<file path="src/rtl/axis_wave_sched_pkg.sv">
// axis_wave_sched_pkg: shared field layout, state encoding and counter widths
package axis_wave_sched_pkg;
  localparam int ADDR_LSB = 0;
  localparam int ADDR_W = 32;
  localparam int WAIT_LSB = 32;
  localparam int WAIT_W = 32;
  localparam int CTRL_LSB = 64;
  localparam int CTRL_W = 8;
  localparam int QSEL_LSB = 72;
  localparam int QSEL_W = 8;
  localparam int OUT_W = 80;
  localparam int LATE_W = 16;
  typedef enum logic {ST_IDLE, ST_RUN} state_t;
endpackage

</file>
<file path="src/rtl/wave_sched_fifo.sv">
// wave_sched_fifo: synchronous FIFO with registered occupancy count and flush
module wave_sched_fifo #(
  parameter int NFIFO = 4,
  parameter int W = 112
) (
  input  logic             aclk,
  input  logic             areset,
  input  logic             flush,
  input  logic             push,
  input  logic [W-1:0]     din,
  input  logic             pop,
  output logic [W-1:0]     dout,
  output logic             empty,
  output logic             full,
  output logic [NFIFO:0]   cnt
);
  logic [W-1:0] mem [2**NFIFO];
  logic [NFIFO-1:0] wp, rp;
  logic wr, rd;
  assign full = cnt[NFIFO];
  assign empty = cnt == '0;
  assign wr = push && !full;
  assign rd = pop && !empty;
  assign dout = mem[rp];
  always_ff @(posedge aclk)
    if (wr) mem[wp] <= din;
  always_ff @(posedge aclk) begin
    if (areset || flush) begin
      wp <= '0;
      rp <= '0;
      cnt <= '0;
    end else begin
      if (wr) wp <= wp + 1'b1;
      if (rd) rp <= rp + 1'b1;
      cnt <= cnt + (NFIFO+1)'(wr) - (NFIFO+1)'(rd);
    end
  end
endmodule

</file>
<file path="src/rtl/axis_wave_sched.sv">
// axis_wave_sched: releases queued waveform words when the time counter reaches their timestamp
module axis_wave_sched
  import axis_wave_sched_pkg::*;
#(
  parameter int NFIFO = 4,
  parameter int BTS = 32
) (
  input  logic                 aclk,
  input  logic                 areset,
  input  logic                 start,
  input  logic                 stop,
  input  logic                 flush,
  input  logic                 s_axis_tvalid,
  output logic                 s_axis_tready,
  input  logic [BTS+OUT_W-1:0] s_axis_tdata,
  output logic                 m_axis_tvalid,
  input  logic                 m_axis_tready,
  output logic [OUT_W-1:0]     m_axis_tdata,
  output logic [BTS-1:0]       time_o,
  output logic [NFIFO:0]       fifo_cnt_o,
  output logic [LATE_W-1:0]    late_cnt_o,
  output logic                 busy_o
);
  state_t state, state_nxt;
  logic [BTS+OUT_W-1:0] head;
  logic [BTS-1:0] head_ts, diff;
  logic empty, full, push, due, load;
  wave_sched_fifo #(.NFIFO(NFIFO), .W(BTS+OUT_W)) u_fifo (
    .aclk(aclk),
    .areset(areset),
    .flush(flush),
    .push(push),
    .din(s_axis_tdata),
    .pop(load),
    .dout(head),
    .empty(empty),
    .full(full),
    .cnt(fifo_cnt_o)
  );
  assign s_axis_tready = !full && !areset;
  assign push = s_axis_tvalid && s_axis_tready && !flush;
  assign head_ts = head[BTS+OUT_W-1 -: BTS];
  // sign bit of the modular difference gives a wrap-safe "time has reached ts"
  assign diff = time_o - head_ts;
  assign due = busy_o && !empty && !diff[BTS-1];
  assign load = due && (!m_axis_tvalid || m_axis_tready) && !flush;
  always_ff @(posedge aclk)
    state <= areset ? ST_IDLE : state_nxt;
  always_comb
    state_nxt = stop ? ST_IDLE : start ? ST_RUN : state;
  always_comb
    busy_o = state == ST_RUN;
  always_ff @(posedge aclk) begin
    if (areset) begin
      time_o <= '0;
      m_axis_tvalid <= 1'b0;
      m_axis_tdata <= '0;
      late_cnt_o <= '0;
    end else begin
      if (start) time_o <= '0;
      else if (busy_o) time_o <= time_o + 1'b1;
      if (flush) m_axis_tvalid <= 1'b0;
      else if (load) m_axis_tvalid <= 1'b1;
      else if (m_axis_tready) m_axis_tvalid <= 1'b0;
      if (load) m_axis_tdata <= head[OUT_W-1:0];
      if (load && time_o != head_ts && late_cnt_o != '1) late_cnt_o <= late_cnt_o + 1'b1;
    end
  end
endmodule

</file>
<file path="config.mk">
export PLATFORM = sky130hd
export DESIGN_NAME = axis_wave_sched
export DESIGN_NICKNAME = d
export VERILOG_FILES = /design/src/rtl/axis_wave_sched_pkg.sv /design/src/rtl/wave_sched_fifo.sv /design/src/rtl/axis_wave_sched.sv
export SDC_FILE = /design/constraint.sdc
export NUM_CORES = 2
export LEC_CHECK = 0
export ABC_AREA = 1
export CELL_PAD_IN_SITES_DETAIL_PLACEMENT = 1
export CELL_PAD_IN_SITES_GLOBAL_PLACEMENT = 1
export CORE_MARGIN = 4
export CORE_UTILIZATION = 30
export CTS_CLUSTER_DIAMETER = 100
export DETAILED_ROUTE_END_ITERATION = 8
export PLACE_DENSITY_LB_ADDON = 0.1
export SKIP_CTS_REPAIR_TIMING = 1
export SYNTH_ARGS = -nofsm -noshare
export SYNTH_HDL_FRONTEND = slang
export SYNTH_SLANG_ARGS = --single-unit
</file>
<file path="constraint.sdc">
create_clock -name aclk -period 21.1 [get_ports aclk]
set_input_delay 4.22 -clock aclk [delete_from_list [all_inputs] [get_ports aclk]]
set_output_delay 4.22 -clock aclk [all_outputs]
set_load 0.005 [all_outputs]
</file>
==> results.cfg <==
[worst_hold_path]
hold_path.class = register to register
hold_depth = 2

[clock_network]
cts.root.buffer_cell = clkbuf_16
cts_tree = yes
clockBufferDepth = 3
cts_buffers = 219
clkTransAtPathRegs_ns = 0.06
cts_sinks = 1939
clk_latency_ns = 0.85
cts_max_level = 4

[drt]
ant_nets = 0
drc = 0
viasPerCell = 5.12
wire_per_inst_um = 25.6
wl_um = 244000
routed-via-count = 48600
drt_iter0_drc = 3165
drt_pass1_iterations = 5

[worst_setup_path]
worstRegToRegCells = 25
cp_num_cells = 3
critical_path.cell_chain = buf_4, nor2_1, clkdlybuf4s50_1
critPathTopFamily = buffers and inverters
cp-start-kind = input port
slowest_delay_ns = 0.50
cp_data_required_time_ns = 16.88
endpoint_kind = output port
cp_max_fo = 15
path_buf_inv = 2
cp_slowest_cell = clkdlybuf4s50_1
cp_data_arrival_time_ns = 5.13
crit_type = input port to output port

[pwr]
p_leak_nw = 28.7
total_power_mw = 8.05
powerDensity_nw_per_um2 = 90.5
ir_drop_mv = 0.0864

[place]
hpwlAfterDp_um = 124000
place.gp.congestion = 0.708
port_buffers = 254
dp_slack_ns = 11.74

[layout]
fillers = 26400
multi_input_area_um2 = 17100
areaGrowthSynthToFinish_pct = 16.9
mostFrequentLayoutCells = 1792 x edfxtp_1, 953 x nor2_1, 876 x o21ai_0
drive_gt1_frac = 0.0716
mostFrequentLayoutCell = edfxtp_1
final-seq-area_um2 = 56800
nets = 6120

[sta]
finalHoldViolations = 0
worst_slack_ns = 11.75
setup_viol = 0
holdWs_ns = 0.470
skew_ns = 0.0350
slew_viol_final = 0
rsz0062_at_grt = no
fin_setup_tns_ns = 0
finalCritPeriodShare = 0.443
slew_headroom = 0.0733
tightest_slew_ns = 1.39
max_freq_mhz = 107
layout_min_cycle_time_ns = 9.35

[floorplanning]
dieArea_um2 = 262000
io_pins = 255
die_w_um = 512
start_util = 0.302
coreArea_um2 = 252000
row_count = 184
die_h_um = 512

[status]
outcome = completed

[synthesis]
ys.flop_type = edfxtp_1
synthCells = 5816
synth_area_per_cell_um2 = 13.1
synth_edf_count = 1792
post_synth_num_cell_types = 39
synth_nets = 5980
seq_area_frac_synth = 0.746
synthArstFlopShare = 0
yosysWarnings = 0
syn_area_um2 = 76100
ys_seq_elements = 1939

[global_route]
grt_start_max_net_pins = 212
grt_pass1_vias = 50500
antenna_found_initial = 30
grt_pass1_wl_um = 357000
grtUsageTotal = 0.182
grt_overflow = 0

[job]
drv_cap = 0
==> worst min-delay path, stage by stage, from the launching register on <==
cell and delay [ns]:
dfxtp_1 0.31, nand2_1 0.06, a21oi_1 0.06
==> area by class of cell <==
class                   count  area share
flip-flops and latches   1939       0.638
multi-input cells        3319       0.193
clock buffers             293      0.0676
well taps                3348      0.0471
repair buffers            329      0.0369
clock inverters           113      0.0106
inverters                 148     0.00658
diodes                     15    0.000422
==> cell usage after synthesis, types with 2 or more instances <==
library cell / number / area, um2
nand3_2: 2 / 20.0
buf_6: 13 / 146
a31o_2: 23 / 201
inv_2: 2 / 7.51
buf_2: 88 / 440
nand2_2: 2 / 12.5
o211ai_1: 32 / 240
a32o_1: 41 / 410
nor4_1: 4 / 25.0
buf_1: 19 / 71.3
o22ai_1: 73 / 457
a21oi_1: 171 / 856
xnor2_1: 2 / 17.5
nand3_1: 155 / 776
nor3_1: 27 / 135
nor2_1: 969 / 3640
edfxtp_1: 1792 / 53800
a211oi_1: 2 / 15.0
buf_4: 10 / 75.1
nand4_1: 33 / 206
inv_1: 146 / 548
xor2_1: 6 / 52.6
o21a_1: 3 / 22.5
dfxtp_1: 147 / 2940
and3_1: 3 / 18.8
nand2_1: 483 / 1810
o21ai_1: 21 / 105
o221ai_1: 330 / 2890
a31o_1: 9 / 78.8
a21o_1: 2 / 15.0
ha_1: 44 / 551
clkbuf_1: 280 / 1050
o21ai_0: 876 / 4380
==> power breakdown <==
| part | leakage, nW | total (mW) | internal [mW] | switching [mW] |
|---|---|---|---|---|
| registers | 17.3 | 4.21 | 4.21 | 0.00313 |
| logic | 7.94 | 0.125 | 0.0321 | 0.0927 |
| clock network | 3.43 | 3.71 | 2.14 | 1.58 |
==> worst paths after layout <==
| path | from | endpoint | slack (ns) |
|---|---|---|---|
| worst min-delay path | m_axis_tdata[37] | m_axis_tdata[37] | 0.47 |
| worst min register to register | m_axis_tdata[37] | m_axis_tdata[37] | 0.47 |
| worst max register to register | register | register | 13.32 |
| worst max-delay path | areset | s_axis_tready | 11.75 |
==> metal layers <==
layer,up-vias,wire (um),global-route usage,part of all wire
met5,-,75,0,0.00031
met4,12,3900,0.0387,0.016
li1,22100,-,-,-
met1,25400,119000,0.265,0.49
met2,841,111000,0.287,0.46
met3,280,9680,0.0272,0.040
==> cell families (layout without fill, tap and decap cells) <==
kind of cell | count (synthesis) | count (layout) | share of synthesized area
AOI/OAI and AO/OA | 1584 | 1584 | 0.127
xor gates and xnor gates | 8 | 8 | 0.000921
adders and majority gates | 45 | 45 | 0.00750
buffers and inverters | 558 | 883 | 0.0307
DFF | 1939 | 1939 | 0.746
other | 0 | 15 | 0
and+or+nand+nor | 1682 | 1682 | 0.0878
==> state kept, by name, summed over array words and instances, names as in the netlist, named ones only <==
register	flops
m_axis_tdata	80
u_fifo.rp	4
time_o	32
busy_o	1
late_cnt_o	16
u_fifo.mem	1792
u_fifo.wp	4
m_axis_tvalid	1
u_fifo.cnt	5
==> per-stage QoR <==
stage / cells / util / cell area, um2
2_1_floorplan: 5816 / - / 76100
3_3_place_gp: 9083 / 0.325 / 82000
3_5_place_dp: 9083 / 0.325 / 82000
4_1_cts: 9489 / 0.353 / 88900
5_1_grt: 9493 / 0.353 / 88900
6_report: 9504 / 0.353 / 89000
Power figures use the tool's default switching activity.
